## config.mk

```make
export PLATFORM = sky130hd
export DESIGN_NAME = seq_feeder
export DESIGN_NICKNAME = d
export VERILOG_FILES = /design/src/rtl/seq_feeder_pkg.sv /design/src/rtl/seq_feeder_qi_skew_shifter.sv /design/src/rtl/seq_feeder.sv
export SDC_FILE = /design/constraint.sdc
export NUM_CORES = 1
export LEC_CHECK = 0
export ABC_AREA = 1
export BUFFER_PORTS_ARGS = -buffer_cell sky130_fd_sc_hd__clkbuf_2
export CORE_MARGIN = 8
export CORE_UTILIZATION = 43
export DETAILED_ROUTE_END_ITERATION = 10
export PLACE_DENSITY = 0.57
export SETUP_SLACK_MARGIN = 0.3
export SLEW_MARGIN = 20
export SYNTH_ARGS = -nofsm -noshare
export SYNTH_HDL_FRONTEND = slang
export SYNTH_SLANG_ARGS = --single-unit
export TNS_END_PERCENT = 20
```

## constraint.sdc

```tcl
create_clock -name clk -period 5.6 [get_ports clk]
set_input_delay 1.12 -clock clk [delete_from_list [all_inputs] [get_ports clk]]
set_output_delay 1.12 -clock clk [all_outputs]
set_load 0.01 [all_outputs]
```

## src/rtl/seq_feeder_pkg.sv

```systemverilog
// seq_feeder_pkg: shared definitions for the Smith-Waterman query/reference
// feeder. It holds the base encoding, the filler base, the controller state
// encoding and a helper that sizes a counter for an inclusive maximum value.
package seq_feeder_pkg;

  localparam int BASE_W = 3;

  // Filler base. The loader never sends it, so it mismatches every
  // reference base and a PE fed with it scores nothing.
  localparam logic [BASE_W-1:0] PAD_BASE = 3'b111;

  localparam logic [BASE_W-1:0] BASE_A = 3'b000;
  localparam logic [BASE_W-1:0] BASE_C = 3'b001;
  localparam logic [BASE_W-1:0] BASE_G = 3'b010;
  localparam logic [BASE_W-1:0] BASE_T = 3'b011;

  typedef enum logic [2:0] {
    IDLE     = 3'd0,
    LOAD_REF = 3'd1,
    LOAD_QRY = 3'd2,
    CLEAR    = 3'd3,
    RUN      = 3'd4,
    DONE     = 3'd5
  } state_t;

  // Bits needed to hold every value 0..max_val inclusive.
  function automatic int cnt_w(input int max_val);
    return (max_val < 1) ? 1 : $clog2(max_val + 1);
  endfunction

endpackage

```

## src/rtl/seq_feeder_qi_skew_shifter.sv

```systemverilog
// qi_skew_shifter: NUM_PE-stage shift register of bases that produces the
// diagonally skewed query stream. Stage 0 takes din, stage k takes stage k-1,
// so PE k sees each query base one cycle after PE k-1.
// Ports:
//   clk, reset   clock, asynchronous active-low reset (all stages -> PAD_BASE)
//   clr          load PAD_BASE into every stage (has priority over shift_en)
//   shift_en     shift one stage and load din into stage 0
//   din          base entering stage 0
//   qi_bus       slice k = stage k
module qi_skew_shifter
  import seq_feeder_pkg::*;
#(
  parameter int NUM_PE = 8
) (
  input  logic                     clk,
  input  logic                     reset,
  input  logic                     clr,
  input  logic                     shift_en,
  input  logic [BASE_W-1:0]        din,
  output logic [NUM_PE*BASE_W-1:0] qi_bus
);

  always_ff @(posedge clk or negedge reset) begin
    if (!reset) begin
      qi_bus <= {NUM_PE{PAD_BASE}};
    end else if (clr) begin
      qi_bus <= {NUM_PE{PAD_BASE}};
    end else if (shift_en) begin
      qi_bus <= {qi_bus[(NUM_PE-1)*BASE_W-1:0], din};
    end
  end

endmodule

```

## src/rtl/seq_feeder.sv

```systemverilog
// seq_feeder: transmit-side driver for the Smith-Waterman systolic PE array.
// Loads NUM_PE reference bases then a query (up to MAX_QLEN bases) from one
// byte stream, clears the array for one cycle, then streams the skewed query
// for qlen+NUM_PE-1 cycles and pulses done.
//
// Handshake: a base is transferred on a rising clk edge where s_valid and
// s_ready are both high; s_base/s_last are only meaningful while s_valid is
// high, and the source must hold them until the transfer. s_ready is high
// only in LOAD_REF and LOAD_QRY and never depends combinationally on s_valid.
//
// Ports:
//   clk, reset        clock, asynchronous active-low reset
//   start             run request, sampled only in IDLE
//   s_valid/s_ready/s_base/s_last   input base stream
//   ri_bus            slice k = reference base of PE k (static during a run)
//   qi_bus            slice k = query base of PE k (skewed)
//   pe_reset          synchronous clear to the PE array (CLEAR state)
//   col_valid         high in every RUN cycle
//   busy              high outside IDLE
//   done              one-cycle pulse in DONE
//   qlen              accepted query length, held until next start
//   ovf               (SEQ_FEEDER_OVF_EN only) sticky query-truncation flag
//   dbg_state         current controller state (state_t encoding)
// Optional feature macro: SEQ_FEEDER_OVF_EN.
module seq_feeder
  import seq_feeder_pkg::*;
#(
  parameter int NUM_PE   = 8,
  parameter int MAX_QLEN = 32
) (
  input  logic                        clk,
  input  logic                        reset,
  input  logic                        start,
  input  logic                        s_valid,
  output logic                        s_ready,
  input  logic [BASE_W-1:0]           s_base,
  input  logic                        s_last,
  output logic [NUM_PE*BASE_W-1:0]    ri_bus,
  output logic [NUM_PE*BASE_W-1:0]    qi_bus,
  output logic                        pe_reset,
  output logic                        col_valid,
  output logic                        busy,
  output logic                        done,
  output logic [cnt_w(MAX_QLEN)-1:0]  qlen,
`ifdef SEQ_FEEDER_OVF_EN
  output logic                        ovf,
`endif
  output logic [2:0]                  dbg_state
);

  localparam int QL_W  = cnt_w(MAX_QLEN);
  localparam int QA_W  = $clog2(MAX_QLEN);
  localparam int RC_W  = $clog2(NUM_PE);
  localparam int T_W   = cnt_w(MAX_QLEN + NUM_PE - 2);
  // One wider than the last RUN index so t+1 never wraps.
  localparam int IDX_W = cnt_w(MAX_QLEN + NUM_PE - 1);

  state_t state, next_state;

  logic [RC_W-1:0]   ref_cnt;
  logic [BASE_W-1:0] ref_buf [NUM_PE];
  logic [BASE_W-1:0] q_buf   [MAX_QLEN];
  logic [T_W-1:0]    t_cnt;

  logic              xfer;
  logic              ref_last;
  logic              qry_end;
  logic              run_last;
  logic [IDX_W-1:0]  feed_idx;
  logic              sh_clr;
  logic              sh_en;
  logic [BASE_W-1:0] sh_din;

  logic s_ready_d, pe_reset_d, col_valid_d, busy_d, done_d;

  assign xfer      = s_valid && s_ready;
  assign ref_last  = (ref_cnt == RC_W'(NUM_PE - 1));
  assign qry_end   = s_last || (qlen == QL_W'(MAX_QLEN - 1));
  assign run_last  = (IDX_W'(t_cnt) == IDX_W'(qlen) + IDX_W'(NUM_PE - 2));
  assign dbg_state = state;

  // ---------------- state register ----------------
  always_ff @(posedge clk or negedge reset) begin
    if (!reset) state <= IDLE;
    else        state <= next_state;
  end

  // ---------------- next-state logic ----------------
  always_comb begin
    next_state = state;
    case (state)
      IDLE:     if (start)             next_state = LOAD_REF;
      LOAD_REF: if (xfer && ref_last)  next_state = LOAD_QRY;
      LOAD_QRY: if (xfer && qry_end)   next_state = CLEAR;
      CLEAR:                           next_state = RUN;
      RUN:      if (run_last)          next_state = DONE;
      DONE:                            next_state = IDLE;
      default:                         next_state = IDLE;
    endcase
  end

  // ---------------- output logic ----------------
  // Outputs are decoded from next_state and registered, so each one is a
  // clean flop that reflects the state the controller is in this cycle.
  always_comb begin
    s_ready_d   = (next_state == LOAD_REF) || (next_state == LOAD_QRY);
    pe_reset_d  = (next_state == CLEAR);
    col_valid_d = (next_state == RUN);
    busy_d      = (next_state != IDLE);
    done_d      = (next_state == DONE);
  end

  always_ff @(posedge clk or negedge reset) begin
    if (!reset) begin
      s_ready   <= 1'b0;
      pe_reset  <= 1'b0;
      col_valid <= 1'b0;
      busy      <= 1'b0;
      done      <= 1'b0;
    end else begin
      s_ready   <= s_ready_d;
      pe_reset  <= pe_reset_d;
      col_valid <= col_valid_d;
      busy      <= busy_d;
      done      <= done_d;
    end
  end

  // ---------------- buffers and counters ----------------
  always_ff @(posedge clk or negedge reset) begin
    if (!reset) begin
      ref_cnt <= '0;
      qlen    <= '0;
      t_cnt   <= '0;
      ri_bus  <= '0;
      for (int i = 0; i < NUM_PE; i++)   ref_buf[i] <= '0;
      for (int i = 0; i < MAX_QLEN; i++) q_buf[i]   <= '0;
    end else begin
      case (state)
        IDLE: begin
          if (start) begin
            ref_cnt <= '0;
            qlen    <= '0;
          end
        end
        LOAD_REF: begin
          if (xfer) begin
            ref_buf[ref_cnt] <= s_base;
            if (!ref_last) begin
              ref_cnt <= ref_cnt + RC_W'(1);
            end else begin
              // Publish the whole window at once; the final base comes
              // straight from the stream since ref_buf is not yet updated.
              for (int k = 0; k < NUM_PE - 1; k++)
                ri_bus[k*BASE_W +: BASE_W] <= ref_buf[k];
              ri_bus[(NUM_PE-1)*BASE_W +: BASE_W] <= s_base;
            end
          end
        end
        LOAD_QRY: begin
          if (xfer) begin
            q_buf[qlen[QA_W-1:0]] <= s_base;
            qlen                  <= qlen + QL_W'(1);
          end
        end
        CLEAR: t_cnt <= '0;
        RUN:   if (!run_last) t_cnt <= t_cnt + T_W'(1);
        default: ;
      endcase
    end
  end

`ifdef SEQ_FEEDER_OVF_EN
  // Truncation: the MAX_QLEN-th base arrived without s_last.
  always_ff @(posedge clk or negedge reset) begin
    if (!reset) begin
      ovf <= 1'b0;
    end else if (state == IDLE && start) begin
      ovf <= 1'b0;
    end else if (state == LOAD_QRY && xfer && !s_last &&
                 qlen == QL_W'(MAX_QLEN - 1)) begin
      ovf <= 1'b1;
    end
  end
`endif

  // ---------------- skewed query feed ----------------
  // The shifter load at the edge entering RUN cycle t must carry q[t]:
  // index 0 when leaving CLEAR, t+1 while in RUN. Past the query end the
  // feed is PAD_BASE so the tail of the diagonal drains cleanly.
  assign feed_idx = (state == CLEAR) ? '0 : IDX_W'(t_cnt) + IDX_W'(1);
  assign sh_din   = (feed_idx < IDX_W'(qlen)) ? q_buf[feed_idx[QA_W-1:0]]
                                              : PAD_BASE;
  assign sh_clr   = (next_state != RUN);
  assign sh_en    = (next_state == RUN);

  qi_skew_shifter #(
    .NUM_PE (NUM_PE)
  ) u_qi_skew_shifter (
    .clk      (clk),
    .reset    (reset),
    .clr      (sh_clr),
    .shift_en (sh_en),
    .din      (sh_din),
    .qi_bus   (qi_bus)
  );

endmodule

```

==> results of run 1 <==
[cell type report]
type	count	area, um^2	area share [%]
clock buffer	20	458	4.64
tap	270	338	3.43
clock inverter	12	98.8	1.00
sequential	188	4730	48.0
timing repair buffer	76	407	4.12
multi-input combinational	718	3410	34.6
inverter	109	409	4.15
[worst max-delay path by stage]
stage	start	endpoint	slack [ps]	cells past startpoint
finish	dbg_state[2]	u_qi_skew_shifter.qi_bus[1]	2660	9
global route	dbg_state[2]	u_qi_skew_shifter.qi_bus[2]	2440	9
CTS	dbg_state[0]	u_qi_skew_shifter.qi_bus[2]	2710	8
detailed placement	dbg_state[0]	u_qi_skew_shifter.qi_bus[2]	2740	8
global placement	dbg_state[2]	u_qi_skew_shifter.qi_bus[2]	2820	9
floorplan	t_cnt[1]	u_qi_skew_shifter.qi_bus[0]	3540	12
[metrics by stage]
| stage | std cells | area [um^2] | hold slack, ps | power, W | setup slack [ps] |
|---|---|---|---|---|---|
| after floorplan | 1056 | 8800 | 444 | 0.00234 | 3540 |
| after global placement | 1361 | 9300 | 453 | 0.00261 | 2820 |
| after detailed placement | 1361 | 9300 | 459 | 0.00261 | 2740 |
| after CTS | 1393 | 9860 | 477 | 0.00378 | 2710 |
| after global routing | 1393 | 9860 | 486 | 0.00399 | 2440 |
| final | 1393 | 9860 | 471 | 0.00374 | 2660 |
[state kept, by name (all words and copies together) (netlist names), 3 cells and up]
signal / count
ri_bus: 24
q_buf: 96
ref_cnt: 3
qlen: 6
u_qi_skew_shifter.qi_bus: 24
ref_buf: 21
t_cnt: 6
dbg_state: 3
[power by group through the flow]
stage,Sequential (W),Combinational [W],Clock [W]
floorplan,0.00166,0.000677,0
finish,0.00164,0.000942,0.00116
CTS,0.00164,0.000953,0.00118
detailed placement,0.00167,0.000948,0
global route,0.00166,0.00109,0.00124
global placement,0.00166,0.000952,0
[tightest hold or removal path: stages (launching register included)]
cell	delay, ps
sky130_fd_sc_hd__dfrtp_1	350
sky130_fd_sc_hd__nand2_1	50
sky130_fd_sc_hd__nand2_1	40
[logic make-up after synthesis]
| family | share of synthesized area, % |
|---|---|
| compound gates | 8.59 |
| xor+xnor | 0.981 |
| flops | 53.8 |
| fa+ha+maj | 1.99 |
| simple gates | 27.2 |
| buf+inv | 7.41 |
[cell usage after synthesis (2+ instances only)]
cell type	n	area, um^2
sky130_fd_sc_hd__nand3b_1	12	90.1
sky130_fd_sc_hd__dfrtp_1	164	4100
sky130_fd_sc_hd__o22ai_1	3	18.8
sky130_fd_sc_hd__nor2_2	4	25.0
sky130_fd_sc_hd__nand2_1	322	1210
sky130_fd_sc_hd__o21ai_1	16	80.1
sky130_fd_sc_hd__clkbuf_1	18	67.6
sky130_fd_sc_hd__inv_1	100	375
sky130_fd_sc_hd__nor3_1	6	30.0
sky130_fd_sc_hd__inv_2	9	33.8
sky130_fd_sc_hd__o21ai_0	117	586
sky130_fd_sc_hd__or2_2	7	43.8
sky130_fd_sc_hd__buf_6	8	90.1
sky130_fd_sc_hd__nor2_1	49	184
sky130_fd_sc_hd__ha_1	14	175
sky130_fd_sc_hd__nand2_2	7	43.8
sky130_fd_sc_hd__dfstp_2	24	631
sky130_fd_sc_hd__nor2_4	5	56.3
sky130_fd_sc_hd__buf_2	11	55.1
sky130_fd_sc_hd__nand3_2	2	20.0
sky130_fd_sc_hd__nand3_1	113	566
sky130_fd_sc_hd__or2_1	16	100
sky130_fd_sc_hd__buf_4	4	30.0
sky130_fd_sc_hd__xor2_1	7	61.3
sky130_fd_sc_hd__a21oi_1	11	55.1
sky130_fd_sc_hd__nand4_1	2	12.5
[layer usage]
layer	track usage [%]	up-vias	wire, um
li1	-	3472	-
met1	24.9	3300	10500
met2	27.1	168	9550
met3	3.72	18	1130
met4	4.37	0	215
met5	0	-	0
==> impl_results.html, run 1 <==
<table>
<tr><th>Metric</th><th>Value</th></tr>
<tr><th colspan="2">STA</th></tr>
<tr><td>Crit path time final</td><td>2940 ps</td></tr>
<tr><td>Max Transition Viols Final</td><td>0</td></tr>
<tr><td>Portion of the clock cycle consumed by the worst path in the final layout</td><td>52.4%</td></tr>
<tr><td>Fmax</td><td>340 MHz</td></tr>
<tr><td>Unrepaired setup endpoints after global routing</td><td>no</td></tr>
<tr><td>Final setup TNS</td><td>0 ps</td></tr>
<tr><td>Final hold violation count</td><td>0</td></tr>
<tr><td>Final setup viols</td><td>0</td></tr>
<tr><td>Setup clock skew after layout</td><td>11.3 ps</td></tr>
<tr><td>Normalized max-slew margin</td><td>around two fifths</td></tr>
<tr><td>Actual transition at the worst max-transition pin</td><td>about 920 ps</td></tr>
<tr><th colspan="2">Floorplan</th></tr>
<tr><td>Area of the core</td><td>0.0202 mm^2</td></tr>
<tr><td>Site Rows</td><td>52</td></tr>
<tr><td>Initial cell density of the core</td><td>43.6%</td></tr>
<tr><td>Die ar.</td><td>0.0253 mm^2</td></tr>
<tr><td>Die X</td><td>between 150 and 200 um</td></tr>
<tr><td>Vertical die dimension</td><td>between 150 and 200 um</td></tr>
<tr><td>Number of top-level design ports</td><td>70</td></tr>
<tr><th colspan="2">Synth</th></tr>
<tr><td>Prevailing post-synth register cell</td><td>sky130_fd_sc_hd__dfrtp_1</td></tr>
<tr><td>Post-Synthesis Net Count</td><td>1078</td></tr>
<tr><td>Post-synth ARST share</td><td>100%</td></tr>
<tr><td>Post-synthesis average cell area</td><td>8.33 um^2</td></tr>
<tr><td>Synthesis-stage register bit count</td><td>between 150 and 200</td></tr>
<tr><td>Mapped cell area</td><td>0.00880 mm^2</td></tr>
<tr><td>Post-synthesis cell type count</td><td>31</td></tr>
<tr><td>Post-synth EDFFs</td><td>0</td></tr>
<tr><td>Yosys warns</td><td>0</td></tr>
<tr><td>Count of mapped cells out of synthesis</td><td>1056</td></tr>
<tr><td>Proportion of synthesized chip area in sequential cells</td><td>53.8%</td></tr>
<tr><th colspan="2">CTS</th></tr>
<tr><td>Hold buffers post-CTS</td><td>0</td></tr>
<tr><td>CTS tree</td><td>yes</td></tr>
<tr><td>PostCTS Resize Cnt</td><td>0</td></tr>
<tr><td>Total CTS buffers</td><td>17</td></tr>
<tr><td>H-Tree Depth</td><td>4</td></tr>
<tr><td>Post-CTS Setup Repair Bufs</td><td>0</td></tr>
<tr><td>Root buffer cell</td><td>sky130_fd_sc_hd__clkbuf_16</td></tr>
<tr><td>Clock sink count</td><td>roughly 190</td></tr>
<tr><td>Clock Latency Late Sink</td><td>approximately 440 ps</td></tr>
<tr><td>Clock-pin slew of the registers on the worst-case setup and hold paths</td><td>roughly 70 ps</td></tr>
<tr><td>Max Buffers Root-to-Sink</td><td>2</td></tr>
<tr><th colspan="2">Pwr</th></tr>
<tr><td>Fraction of power consumed by combinational cells</td><td>25.2%</td></tr>
<tr><td>Share of total power in sequential cells</td><td>43.8%</td></tr>
<tr><td>Share of power burned in the clock network</td><td>a little under a third</td></tr>
<tr><td>Total net switching power</td><td>0.00130 W</td></tr>
<tr><td>Power Internal</td><td>between 0.002 and 0.0025 W</td></tr>
<tr><td>Fraction of power spent switching nets</td><td>~35%</td></tr>
<tr><td>Leakage power figure</td><td>4.60 nW</td></tr>
<tr><td>Worst-case vdd ir drop</td><td>0.200 mV</td></tr>
<tr><td>PwrDens</td><td>~380 mW/mm^2</td></tr>
<tr><th colspan="2">Critical path</th></tr>
<tr><td>Type of element launching the critical path</td><td>register</td></tr>
<tr><td>Cell with the most instances on the worst path</td><td>sky130_fd_sc_hd__inv_2</td></tr>
<tr><td>Crit path buf inv count</td><td>2</td></tr>
<tr><td>Worst Reg-to-Reg Cells</td><td>9</td></tr>
<tr><td>Crit-path max FO</td><td>43</td></tr>
<tr><td>Worst path top cell family by delay</td><td>simple AND/OR/NAND/NOR gates</td></tr>
<tr><td>Reg-to-reg critical path endpoint</td><td>u_qi_skew_shifter.qi_bus[1]</td></tr>
<tr><td>Reg2reg setup slack</td><td>2660 ps</td></tr>
<tr><td>Worst EP arrival</td><td>3300 ps</td></tr>
<tr><td>Kind of end point of the critical path</td><td>register</td></tr>
<tr><td>Crit-path slowest cell</td><td>sky130_fd_sc_hd__nand2_2</td></tr>
<tr><td>Ordered cell list for the critical path</td><td>inv_2 -&gt; nand3_4 -&gt; nand2_2 -&gt; inv_2 -&gt; ha_1 -&gt; a21oi_1 -&gt; o21ai_0 -&gt; nor2_2 -&gt; nand3_1</td></tr>
<tr><td>Endpoint required time on the critical path</td><td>between 5000 and 6000 ps</td></tr>
<tr><td>Worst path max stage delay</td><td>700 ps</td></tr>
<tr><td>Worst R2R Start</td><td>dbg_state[2]</td></tr>
<tr><td>Crit Path Category</td><td>reg -&gt; reg</td></tr>
<tr><th colspan="2">Global routing</th></tr>
<tr><td>First-pass GRT wire length</td><td>36500 um</td></tr>
<tr><td>Remaining global-route overflow</td><td>0</td></tr>
<tr><td>Antenna violations before repair</td><td>0</td></tr>
<tr><td>Number of global-route vias before repair</td><td>6778</td></tr>
<tr><td>Tot GR Track Use</td><td>17.6%</td></tr>
<tr><td>Largest net degree at the start of global routing</td><td>about 110</td></tr>
<tr><th colspan="2">Cells and area</th></tr>
<tr><td>Most frequent cells in the layout</td><td>sky130_fd_sc_hd__nand2_1 (322), sky130_fd_sc_hd__dfrtp_1 (164), sky130_fd_sc_hd__o21ai_0 (117)</td></tr>
<tr><td>Final design utilization</td><td>48.9%</td></tr>
<tr><td>Final nets</td><td>1132</td></tr>
<tr><td>Most common cell after layout, fill and taps aside</td><td>sky130_fd_sc_hd__nand2_1</td></tr>
<tr><td>Diode insertion count for antenna repair</td><td>0</td></tr>
<tr><td>Area overhead of the layout relative to synthesis</td><td>12.0%</td></tr>
<tr><td>Fraction of final layout cells with drive strength greater than 1</td><td>between 10 and 15%</td></tr>
<tr><td>Number of fill cells in the layout</td><td>between 2000 and 2500</td></tr>
<tr><th colspan="2">Route</th></tr>
<tr><td>Iteration-0 DRC count of the detailed router</td><td>563</td></tr>
<tr><td>DRC violations left</td><td>0</td></tr>
<tr><td>Average detailed-routed wire length per instance</td><td>roughly 15 um</td></tr>
<tr><td>Via count</td><td>between 6000 and 7000</td></tr>
<tr><td>Final routed wirelength across all metal layers</td><td>approximately 21000 um</td></tr>
<tr><td>Final ANT Viol Nets</td><td>0</td></tr>
<tr><td>Detailed-router iteration count before antenna repair</td><td>5</td></tr>
<tr><td>Vias per std cell</td><td>4.99</td></tr>
<tr><th colspan="2">Hold path</th></tr>
<tr><td>Sink of the worst hold path</td><td>ri_bus[1]</td></tr>
<tr><td>Worst hold path depth</td><td>2</td></tr>
<tr><td>Worst Hold Class</td><td>reg -&gt; reg</td></tr>
<tr><td>Startpoint of the most critical hold path</td><td>ri_bus[1]</td></tr>
<tr><th colspan="2">Placement</th></tr>
<tr><td>Placer's final routability congestion estimate</td><td>0.795</td></tr>
<tr><td>DP HPWL</td><td>14200 um</td></tr>
<tr><td>PortBufs</td><td>69</td></tr>
<tr><th colspan="2">Flow run</th></tr>
<tr><td>Max-capacitance violation count</td><td>0</td></tr>
<tr><th colspan="2">Status</th></tr>
<tr><td>Result of the run</td><td>completed</td></tr>
</table>
(Power assumes the default switching activity.)
==> run 2: changes to the inputs <==
==> constraint.sdc (replaced) <==
create_clock -name clk -period 2.9 [get_ports clk]
set_input_delay 0.58 -clock clk [delete_from_list [all_inputs] [get_ports clk]]
set_output_delay 0.58 -clock clk [all_outputs]
set_load 0.01 [all_outputs]
==> run 2 against run 1 <==
Total power up 96%. Global-route usage down 0.31 points. Flip-flop and latch count unchanged. Largest power group unchanged. Highest routed layer unchanged. Largest cell class unchanged. Via count up 0.29%.
==> impl_results.html, run 2 (synthesis gave the netlist of run 1 again) <==
<table>
<tr><th>Metric</th><th>Value</th></tr>
<tr><th colspan="2">Global routing</th></tr>
<tr><td>Largest net degree at the start of global routing</td><td>77 (was 105)</td></tr>
<tr><td>Tot GR Track Use</td><td>17.3% (was 17.6%)</td></tr>
<tr><td>First-pass GRT wire length</td><td>36000 um (was 36500 um)</td></tr>
<tr><td>Number of global-route vias before repair</td><td>6823 (was 6778)</td></tr>
<tr><td>Antenna violations before repair</td><td>0 (unchanged)</td></tr>
<tr><td>Remaining global-route overflow</td><td>0 (unchanged)</td></tr>
<tr><th colspan="2">CTS</th></tr>
<tr><td>CTS tree</td><td>yes (unchanged)</td></tr>
<tr><td>Clock Latency Late Sink</td><td>440 ps (about the same)</td></tr>
<tr><td>Root buffer cell</td><td>sky130_fd_sc_hd__clkbuf_16 (unchanged)</td></tr>
<tr><td>Total CTS buffers</td><td>17 (unchanged)</td></tr>
<tr><td>Hold buffers post-CTS</td><td>0 (unchanged)</td></tr>
<tr><td>Max Buffers Root-to-Sink</td><td>2 (unchanged)</td></tr>
<tr><td>Clock-pin slew of the registers on the worst-case setup and hold paths</td><td>70 ps (about the same)</td></tr>
<tr><td>Clock sink count</td><td>188 (unchanged)</td></tr>
<tr><td>H-Tree Depth</td><td>4 (unchanged)</td></tr>
<tr><th colspan="2">Hold path</th></tr>
<tr><td>Worst Hold Class</td><td>in -&gt; async (was reg -&gt; reg)</td></tr>
<tr><th colspan="2">Route</th></tr>
<tr><td>Vias per std cell</td><td>4.97 (was 4.99)</td></tr>
<tr><td>Iteration-0 DRC count of the detailed router</td><td>625 (was 563)</td></tr>
<tr><td>Final routed wirelength across all metal layers</td><td>21400 um (about the same)</td></tr>
<tr><td>Detailed-router iteration count before antenna repair</td><td>6 (was 5)</td></tr>
<tr><td>Via count</td><td>6978 (was 6958)</td></tr>
<tr><td>DRC violations left</td><td>0 (unchanged)</td></tr>
<tr><td>Final ANT Viol Nets</td><td>0 (unchanged)</td></tr>
<tr><td>Average detailed-routed wire length per instance</td><td>15.2 um (was 15.3 um)</td></tr>
<tr><th colspan="2">Placement</th></tr>
<tr><td>Placer's final routability congestion estimate</td><td>0.839 (was 0.795)</td></tr>
<tr><td>Post-placement cell count</td><td>1369 (was 1361)</td></tr>
<tr><td>DP HPWL</td><td>14100 um (was 14200 um)</td></tr>
<tr><td>PortBufs</td><td>69 (unchanged)</td></tr>
<tr><th colspan="2">Critical path</th></tr>
<tr><td>Endpoint required time on the critical path</td><td>3250 ps (was 5960 ps)</td></tr>
<tr><td>Reg2reg setup slack</td><td>510 ps (was 2660 ps)</td></tr>
<tr><td>Worst Reg-to-Reg Cells</td><td>12 (was 9)</td></tr>
<tr><td>Crit-path max FO</td><td>11 (was 43)</td></tr>
<tr><td>Reg-to-reg critical path endpoint</td><td>u_qi_skew_shifter.qi_bus[2] (was u_qi_skew_shifter.qi_bus[1])</td></tr>
<tr><td>Crit path buf inv count</td><td>1 (was 2)</td></tr>
<tr><td>Launch point of the worst path</td><td>t_cnt[0] (was dbg_state[2])</td></tr>
<tr><td>Kind of end point of the critical path</td><td>register (unchanged)</td></tr>
<tr><td>Ordered cell list for the critical path</td><td>ha_1 -&gt; nand3_1 -&gt; xor2_1 -&gt; inv_1 -&gt; nor2_2 -&gt; ha_1 -&gt; nand2_1 -&gt; nor2_1 -&gt; a211oi_1 -&gt; o21ai_0 -&gt; nor2_2 -&gt; nand3_1 (was inv_2 -&gt; nand3_4 -&gt; nand2_2 -&gt; inv_2 -&gt; ha_1 -&gt; a21oi_1 -&gt; o21ai_0 -&gt; nor2_2 -&gt; nand3_1)</td></tr>
<tr><td>Worst path top cell family by delay</td><td>simple AND/OR/NAND/NOR gates (unchanged)</td></tr>
<tr><td>Crit Path Category</td><td>reg -&gt; reg (unchanged)</td></tr>
<tr><td>Worst R2R Start</td><td>t_cnt[0] (was dbg_state[2])</td></tr>
<tr><td>Cell depth of the worst setup path</td><td>12 (was 9)</td></tr>
<tr><td>Worst path max stage delay</td><td>490 ps (was 700 ps)</td></tr>
<tr><td>Worst EP arrival</td><td>2740 ps (was 3300 ps)</td></tr>
<tr><td>Crit-path slowest cell</td><td>sky130_fd_sc_hd__dfrtp_2 (was sky130_fd_sc_hd__nand2_2)</td></tr>
<tr><td>Type of element launching the critical path</td><td>register (unchanged)</td></tr>
<tr><th colspan="2">Cells and area</th></tr>
<tr><td>Diode insertion count for antenna repair</td><td>0 (unchanged)</td></tr>
<tr><td>Max reg flops</td><td>96 (unchanged)</td></tr>
<tr><td>Largest register by flop count</td><td>q_buf (unchanged)</td></tr>
<tr><td>Final design utilization</td><td>49.6% (was 48.9%)</td></tr>
<tr><td>Area overhead of the layout relative to synthesis</td><td>13.6% (was 12.0%)</td></tr>
<tr><td>Final instance count without filler cells</td><td>1403 (was 1393)</td></tr>
<tr><td>Fraction of final layout cells with drive strength greater than 1</td><td>16.0% (was 14.9%)</td></tr>
<tr><td>Largest registers</td><td>q_buf (96), ri_bus (24), u_qi_skew_shifter.qi_bus (24) (unchanged)</td></tr>
<tr><td>Final nets</td><td>1142 (was 1132)</td></tr>
<tr><td>Most frequent cells in the layout</td><td>sky130_fd_sc_hd__nand2_1 (322), sky130_fd_sc_hd__dfrtp_1 (163), sky130_fd_sc_hd__o21ai_0 (117) (was sky130_fd_sc_hd__nand2_1 (322), sky130_fd_sc_hd__dfrtp_1 (164), sky130_fd_sc_hd__o21ai_0 (117))</td></tr>
<tr><td>Most common cell after layout, fill and taps aside</td><td>sky130_fd_sc_hd__nand2_1 (unchanged)</td></tr>
<tr><th colspan="2">STA</th></tr>
<tr><td>Crit path time final</td><td>2390 ps (was 2940 ps)</td></tr>
<tr><td>Setup clock skew after layout</td><td>10.5 ps (was 11.3 ps)</td></tr>
<tr><td>Final setup viols</td><td>0 (unchanged)</td></tr>
<tr><td>Max Transition Viols Final</td><td>0 (unchanged)</td></tr>
<tr><td>Unrepaired setup endpoints after global routing</td><td>no (unchanged)</td></tr>
<tr><td>Normalized max-slew margin</td><td>46.2% (was 38.2%)</td></tr>
<tr><td>Fmax</td><td>419 MHz (was 340 MHz)</td></tr>
<tr><td>Final hold violation count</td><td>0 (unchanged)</td></tr>
<tr><td>Final setup TNS</td><td>0 ps (unchanged)</td></tr>
<tr><td>Actual transition at the worst max-transition pin</td><td>800 ps (was 924 ps)</td></tr>
<tr><td>Portion of the clock cycle consumed by the worst path in the final layout</td><td>82.4% (was 52.4%)</td></tr>
<tr><th colspan="2">Pwr</th></tr>
<tr><td>Worst-case vdd ir drop</td><td>0.439 mV (was 0.200 mV)</td></tr>
<tr><td>Leakage power figure</td><td>4.68 nW (was 4.60 nW)</td></tr>
<tr><td>PwrDens</td><td>734 mW/mm^2 (was 379 mW/mm^2)</td></tr>
<tr><th colspan="2">Floorplan</th></tr>
<tr><td>Die ar.</td><td>0.0253 mm^2 (unchanged)</td></tr>
<tr><td>Initial cell density of the core</td><td>43.6% (unchanged)</td></tr>
<tr><td>Vertical die dimension</td><td>159 um (unchanged)</td></tr>
<tr><td>Number of top-level design ports</td><td>70 (unchanged)</td></tr>
<tr><td>Site Rows</td><td>52 (unchanged)</td></tr>
<tr><td>Die X</td><td>159 um (unchanged)</td></tr>
<tr><td>Area of the core</td><td>0.0202 mm^2 (unchanged)</td></tr>
<tr><th colspan="2">Flow run</th></tr>
<tr><td>Max-capacitance violation count</td><td>0 (unchanged)</td></tr>
<tr><th colspan="2">Status</th></tr>
<tr><td>Result of the run</td><td>completed (unchanged)</td></tr>
</table>
==> run 2: changes by cell type in the layout (fill, tap and decap cells not counted), moves of 2 or more <==
| cell | delta |
|---|---|
| sky130_fd_sc_hd__buf_4 | +8 |
| sky130_fd_sc_hd__inv_6 | -2 |
| sky130_fd_sc_hd__buf_12 | +2 |
| sky130_fd_sc_hd__clkbuf_1 | -2 |
==> run 2: what timing repair did <==
action / 4_1_cts / 5_1_grt
resized for setup: 0 / 3
buffers inserted: 0 / 2
setup endpoints to repair: 0 / 3
==> run 2: worst max path at each step <==
stage | to | slack [ps]
2_1_floorplan | u_qi_skew_shifter.qi_bus[0] | 840
3_3_place_gp | u_qi_skew_shifter.qi_bus[1] | 460
3_5_place_dp | u_qi_skew_shifter.qi_bus[2] | 370
4_1_cts | u_qi_skew_shifter.qi_bus[2] | 350
5_1_grt | u_qi_skew_shifter.qi_bus[2] | 300
6_report | u_qi_skew_shifter.qi_bus[2] | 510
==> run 2: layout make-up <==
| class | instances | area (um^2) |
|---|---|---|
| fillers | 2024 | 10200 |
| flip-flops and latches | 188 | 4740 |
| multi-input cells | 718 | 3420 |
| repair buffers | 86 | 507 |
| clock buffers | 20 | 489 |
| inverters | 109 | 409 |
| well taps | 270 | 338 |
| clock inverters | 12 | 97.6 |
==> run 2: report_power, final <==
part / internal, W / switching (W) / total (W)
registers: 0.00293 / 0.000225 / 0.00315
clock network: 0.00125 / 0.00107 / 0.00231
logic: 0.000656 / 0.00121 / 0.00187
total: 0.00483 / 0.00251 / 0.00734
==> run 2: per-stage QoR <==
step,hold slack (ps),instance area [um^2],total power [W],setup WS (ps)
global placement,453,9390,0.00508,455
global route,217,10000,0.00782,298
CTS,194,9970,0.00741,355
floorplan,284,8800,0.00452,836
detailed placement,458,9390,0.00509,372
finish,169,10000,0.00734,511
==> run 2: per-layer routing <==
layer,wire length [um],GRT usage [%],vias to the layer above
li1,-,-,3499
met1,10900,24.7,3323
met2,9290,26.0,132
met3,919,3.57,24
met4,265,5.02,0
met5,0,0,-
==> run 3: changes to the inputs <==
--- a/config.mk
+++ b/config.mk
@@ -5,7 +5,7 @@
 export SDC_FILE = /design/constraint.sdc
 export NUM_CORES = 1
 export LEC_CHECK = 0
-export ABC_AREA = 1
+export ABC_AREA = 0
 export BUFFER_PORTS_ARGS = -buffer_cell sky130_fd_sc_hd__clkbuf_2
 export CORE_MARGIN = 8
 export CORE_UTILIZATION = 43
==> constraint.sdc (replaced) <==
create_clock -name clk -period 2.25 [get_ports clk]
set_input_delay 0.45 -clock clk [delete_from_list [all_inputs] [get_ports clk]]
set_output_delay 0.45 -clock clk [all_outputs]
set_load 0.01 [all_outputs]
==> run 3 against run 2 <==
Synthesized cell count decreased by 34%. Combinational power increased by 99%. Via count decreased by 13%. Core utilization increased by 4.8 points. Final area increased by 8.9%. Clock-buffer cell count decreased by 3.
==> impl_results.html, run 3 <==
<table>
<tr><th>Metric</th><th>Value</th></tr>
<tr><th colspan="2">CTS</th></tr>
<tr><td>CTS tree</td><td>yes (unchanged)</td></tr>
<tr><td>Root buffer cell</td><td>sky130_fd_sc_hd__clkbuf_16 (unchanged)</td></tr>
<tr><td>Hold buffers post-CTS</td><td>0 (unchanged)</td></tr>
<tr><td>Clock-pin slew of the registers on the worst-case setup and hold paths</td><td>70 ps (about the same)</td></tr>
<tr><td>Clock sink count</td><td>188 (unchanged)</td></tr>
<tr><td>H-Tree Depth</td><td>4 (unchanged)</td></tr>
<tr><td>Total CTS buffers</td><td>17 (unchanged)</td></tr>
<tr><td>Max Buffers Root-to-Sink</td><td>2 (unchanged)</td></tr>
<tr><td>Clock Latency Late Sink</td><td>440 ps (about the same)</td></tr>
<tr><th colspan="2">Route</th></tr>
<tr><td>Iteration-0 DRC count of the detailed router</td><td>407 (was 625)</td></tr>
<tr><td>Via count</td><td>6095 (was 6978)</td></tr>
<tr><td>Final routed wirelength across all metal layers</td><td>22100 um (was 21400 um)</td></tr>
<tr><td>Detailed-router iteration count before antenna repair</td><td>7 (was 6)</td></tr>
<tr><td>Vias per std cell</td><td>5.50 (was 4.97)</td></tr>
<tr><td>Final ANT Viol Nets</td><td>0 (unchanged)</td></tr>
<tr><td>DRC violations left</td><td>0 (unchanged)</td></tr>
<tr><td>Average detailed-routed wire length per instance</td><td>19.9 um (was 15.2 um)</td></tr>
<tr><th colspan="2">Placement</th></tr>
<tr><td>Placer's final routability congestion estimate</td><td>0.942 (was 0.839)</td></tr>
<tr><td>PortBufs</td><td>69 (unchanged)</td></tr>
<tr><td>Post-placement cell count</td><td>1046 (was 1369)</td></tr>
<tr><td>DP HPWL</td><td>14700 um (was 14100 um)</td></tr>
<tr><td>Placed Area</td><td>0.00970 mm^2 (was 0.00939 mm^2)</td></tr>
<tr><th colspan="2">Synth</th></tr>
<tr><td>Dominant cell by count in the synthesized netlist</td><td>sky130_fd_sc_hd__dfrtp_1 (was sky130_fd_sc_hd__nand2_1)</td></tr>
<tr><td>Proportion of synthesized chip area in sequential cells</td><td>54.6% (was 53.8%)</td></tr>
<tr><td>Ranking of synthesized cells by area</td><td>sky130_fd_sc_hd__dfrtp_1 (47%), sky130_fd_sc_hd__mux2_2 (19%), sky130_fd_sc_hd__dfstp_2 (7.3%) (was sky130_fd_sc_hd__dfrtp_1 (47%), sky130_fd_sc_hd__nand2_1 (14%), sky130_fd_sc_hd__dfstp_2 (7.2%))</td></tr>
<tr><td>Post-synth ARST share</td><td>100% (unchanged)</td></tr>
<tr><td>Post-synth EDFFs</td><td>0 (unchanged)</td></tr>
<tr><td>Prevailing post-synth register cell</td><td>sky130_fd_sc_hd__dfrtp_1 (unchanged)</td></tr>
<tr><td>Count of mapped cells out of synthesis</td><td>696 (was 1056)</td></tr>
<tr><td>Most instantiated cells after synthesis</td><td>sky130_fd_sc_hd__dfrtp_1 (164), sky130_fd_sc_hd__mux2_2 (146), sky130_fd_sc_hd__nand2_1 (57) (was sky130_fd_sc_hd__nand2_1 (322), sky130_fd_sc_hd__dfrtp_1 (164), sky130_fd_sc_hd__o21ai_0 (117))</td></tr>
<tr><td>Post-synthesis cell type count</td><td>58 (was 31)</td></tr>
<tr><td>Post-synthesis average cell area</td><td>12.5 um^2 (was 8.33 um^2)</td></tr>
<tr><td>Synthesis-stage register bit count</td><td>188 (unchanged)</td></tr>
<tr><td>Yosys warns</td><td>0 (unchanged)</td></tr>
<tr><td>Yosys top cell area share</td><td>47.3% (was 46.6%)</td></tr>
<tr><td>Post-Synthesis Net Count</td><td>718 (was 1078)</td></tr>
<tr><td>Mapped cell area</td><td>0.00868 mm^2 (was 0.00880 mm^2)</td></tr>
<tr><td>Biggest area consumer among synthesized cells</td><td>sky130_fd_sc_hd__dfrtp_1 (unchanged)</td></tr>
<tr><th colspan="2">Critical path</th></tr>
<tr><td>Endpoint required time on the critical path</td><td>2600 ps (was 3250 ps)</td></tr>
<tr><td>Launch point of the worst path</td><td>t_cnt[0] (unchanged)</td></tr>
<tr><td>Type of element launching the critical path</td><td>register (unchanged)</td></tr>
<tr><td>Kind of end point of the critical path</td><td>register (unchanged)</td></tr>
<tr><td>Crit-path max FO</td><td>8 (was 11)</td></tr>
<tr><td>Worst R2R Start</td><td>t_cnt[0] (unchanged)</td></tr>
<tr><td>Crit Path Category</td><td>reg -&gt; reg (unchanged)</td></tr>
<tr><td>Worst EP arrival</td><td>2470 ps (was 2740 ps)</td></tr>
<tr><th colspan="2">Floorplan</th></tr>
<tr><td>Number of top-level design ports</td><td>70 (unchanged)</td></tr>
<tr><td>Die X</td><td>158 um (was 159 um)</td></tr>
<tr><td>Area of the core</td><td>0.0200 mm^2 (was 0.0202 mm^2)</td></tr>
<tr><td>Initial cell density of the core</td><td>43.3% (was 43.6%)</td></tr>
<tr><td>Site Rows</td><td>52 (unchanged)</td></tr>
<tr><td>Die ar.</td><td>0.0250 mm^2 (was 0.0253 mm^2)</td></tr>
<tr><td>Vertical die dimension</td><td>158 um (was 159 um)</td></tr>
<tr><th colspan="2">Cells and area</th></tr>
<tr><td>Final nets</td><td>847 (was 1142)</td></tr>
<tr><td>Summed area of non-filler cells in the final layout</td><td>0.0109 mm^2 (was 0.0100 mm^2)</td></tr>
<tr><td>Largest register by flop count</td><td>q_buf (unchanged)</td></tr>
<tr><td>Most frequent cells in the layout</td><td>sky130_fd_sc_hd__dfrtp_1 (159), sky130_fd_sc_hd__mux2_2 (145), sky130_fd_sc_hd__clkbuf_2 (68) (was sky130_fd_sc_hd__nand2_1 (322), sky130_fd_sc_hd__dfrtp_1 (163), sky130_fd_sc_hd__o21ai_0 (117))</td></tr>
<tr><td>Sequential cell area</td><td>0.00474 mm^2 (about the same)</td></tr>
<tr><td>Final design utilization</td><td>54.3% (was 49.6%)</td></tr>
<tr><td>Largest registers</td><td>q_buf (96), ri_bus (24), u_qi_skew_shifter.qi_bus (24) (unchanged)</td></tr>
<tr><td>Combined area of the multi-input logic cells</td><td>0.00394 mm^2 (was 0.00342 mm^2)</td></tr>
<tr><td>Area overhead of the layout relative to synthesis</td><td>25.5% (was 13.6%)</td></tr>
<tr><td>Final instance count without filler cells</td><td>1108 (was 1403)</td></tr>
<tr><td>Most common cell after layout, fill and taps aside</td><td>sky130_fd_sc_hd__dfrtp_1 (was sky130_fd_sc_hd__nand2_1)</td></tr>
<tr><td>Diode insertion count for antenna repair</td><td>0 (unchanged)</td></tr>
<tr><td>Number of fill cells in the layout</td><td>1747 (was 2024)</td></tr>
<tr><td>Fraction of final layout cells with drive strength greater than 1</td><td>49.2% (was 16.0%)</td></tr>
<tr><td>Max reg flops</td><td>96 (unchanged)</td></tr>
<tr><th colspan="2">Global routing</th></tr>
<tr><td>Met3 track demand over resource in global routing</td><td>3.28% (was 3.57%)</td></tr>
<tr><td>Highest-utilization routing layer at the global route stage</td><td>met2 (unchanged)</td></tr>
<tr><td>Largest net degree at the start of global routing</td><td>102 (was 77)</td></tr>
<tr><td>Global Route met2 Usage</td><td>29.9% (was 26.0%)</td></tr>
<tr><td>Number of global-route vias before repair</td><td>6454 (was 6823)</td></tr>
<tr><td>Tot GR Track Use</td><td>18.4% (was 17.3%)</td></tr>
<tr><td>Remaining global-route overflow</td><td>0 (unchanged)</td></tr>
<tr><td>Antenna violations before repair</td><td>0 (unchanged)</td></tr>
<tr><td>Met1 track demand over resource in global routing</td><td>23.9% (was 24.7%)</td></tr>
<tr><td>First-pass GRT wire length</td><td>35400 um (was 36000 um)</td></tr>
<tr><th colspan="2">Hold path</th></tr>
<tr><td>Worst Hold Class</td><td>in -&gt; async (unchanged)</td></tr>
<tr><th colspan="2">STA</th></tr>
<tr><td>Crit path time final</td><td>2110 ps (was 2390 ps)</td></tr>
<tr><td>Final hold violation count</td><td>0 (unchanged)</td></tr>
<tr><td>Final setup TNS</td><td>0 ps (unchanged)</td></tr>
<tr><td>Setup clock skew after layout</td><td>12.7 ps (was 10.5 ps)</td></tr>
<tr><td>Final setup viols</td><td>0 (unchanged)</td></tr>
<tr><td>Portion of the clock cycle consumed by the worst path in the final layout</td><td>94.0% (was 82.4%)</td></tr>
<tr><td>Fmax</td><td>473 MHz (was 419 MHz)</td></tr>
<tr><td>Actual transition at the worst max-transition pin</td><td>881 ps (was 800 ps)</td></tr>
<tr><td>Unrepaired setup endpoints after global routing</td><td>yes (was no)</td></tr>
<tr><td>Max Transition Viols Final</td><td>0 (unchanged)</td></tr>
<tr><td>Normalized max-slew margin</td><td>41.3% (was 46.2%)</td></tr>
<tr><th colspan="2">Status</th></tr>
<tr><td>Result of the run</td><td>completed (unchanged)</td></tr>
<tr><th colspan="2">Pwr</th></tr>
<tr><td>PwrDens</td><td>1000 mW/mm^2 (was 734 mW/mm^2)</td></tr>
<tr><td>Worst-case vdd ir drop</td><td>0.559 mV (was 0.439 mV)</td></tr>
<tr><td>Leakage power figure</td><td>5.14 nW (was 4.68 nW)</td></tr>
<tr><th colspan="2">Flow run</th></tr>
<tr><td>Max-capacitance violation count</td><td>0 (unchanged)</td></tr>
</table>
## run 3: cell types whose count changed after synthesis, moves of 23 or more
cell,previous run,this run
sky130_fd_sc_hd__inv_1,100,14
sky130_fd_sc_hd__nand3_1,113,10
sky130_fd_sc_hd__nand2b_1,0,27
sky130_fd_sc_hd__o21ai_0,117,15
sky130_fd_sc_hd__nor2_1,49,26
sky130_fd_sc_hd__nand2_1,322,57
sky130_fd_sc_hd__mux2_2,0,146
## run 3: power by group
part / switching (W) / internal [W] / leakage, nW
Sequential: 0.000284 / 0.00375 / 2.48
Combinational: 0.00191 / 0.00182 / 2.36
Clock: 0.00145 / 0.00171 / 0.306
Total: 0.00364 / 0.00728 / 5.14
## run 3: per-layer routing
metal	up-vias	routed length [um]	share of wire [%]
met5	-	0	0
met1	3125	9890	45
met3	36	1050	4.7
met4	0	582	2.6
met2	188	10600	48
li1	2746	-	-
## run 3: worst paths after layout
kind                                           endpoint  slack, ps  cells past startpoint
max                         u_qi_skew_shifter.qi_bus[1]        140                      8
min                                           q_buf[91]         20                      2
max reg2reg                 u_qi_skew_shifter.qi_bus[1]        140                      8
min reg2reg                u_qi_skew_shifter.qi_bus[17]        490                      1
max in group asynchronous                       qlen[1]       1760                      2
min in group clk                               pe_reset        340                      3
## run 3: kinds of logic after synthesis
logic type,synth area share (%)
multiplexers,22.4
XOR/XNOR,1.41
AND/OR/NAND/NOR,9.80
flip-flops,54.6
buffers and inverters,2.91
adder cells (fa/ha/maj),2.02
AO/OA/AOI/OAI,6.89
## run 3: critical path, stage by stage, from the launching register on
cell	delay (ps)
sky130_fd_sc_hd__dfrtp_2	480
sky130_fd_sc_hd__buf_6	150
sky130_fd_sc_hd__buf_12	130
sky130_fd_sc_hd__nor2_4	110
sky130_fd_sc_hd__buf_6	140
sky130_fd_sc_hd__mux4_2	500
sky130_fd_sc_hd__or3_1	350
sky130_fd_sc_hd__nand4_1	80
sky130_fd_sc_hd__nand3_1	90
## run 3: timing repair
item,in CTS,in global routing
hold endpoints to repair,0,0
cloned,2,0
endpoints found under the setup margin,131,129
pin swaps,9,14
gates resized for setup,19,41
buffers inserted,13,15
## run 3: cell type report
cell class	instances	share of cell area, %
timing repair buffer	153	10.9
tap	270	3.10
clock buffer	17	3.91
clock inverter	15	1.85
multi-input combinational	451	36.1
inverter	14	0.586
sequential	188	43.5
## run 3: stage by stage
stage          total power (W)  setup slack [ps]  hold WS [ps]
5_1_grt                 0.0115              30.7          68.9
4_1_cts                 0.0107               140          56.2
3_3_place_gp           0.00717               105           483
2_1_floorplan          0.00607              12.0           154
3_5_place_dp           0.00723              57.5           488
6_report                0.0109               136          22.3
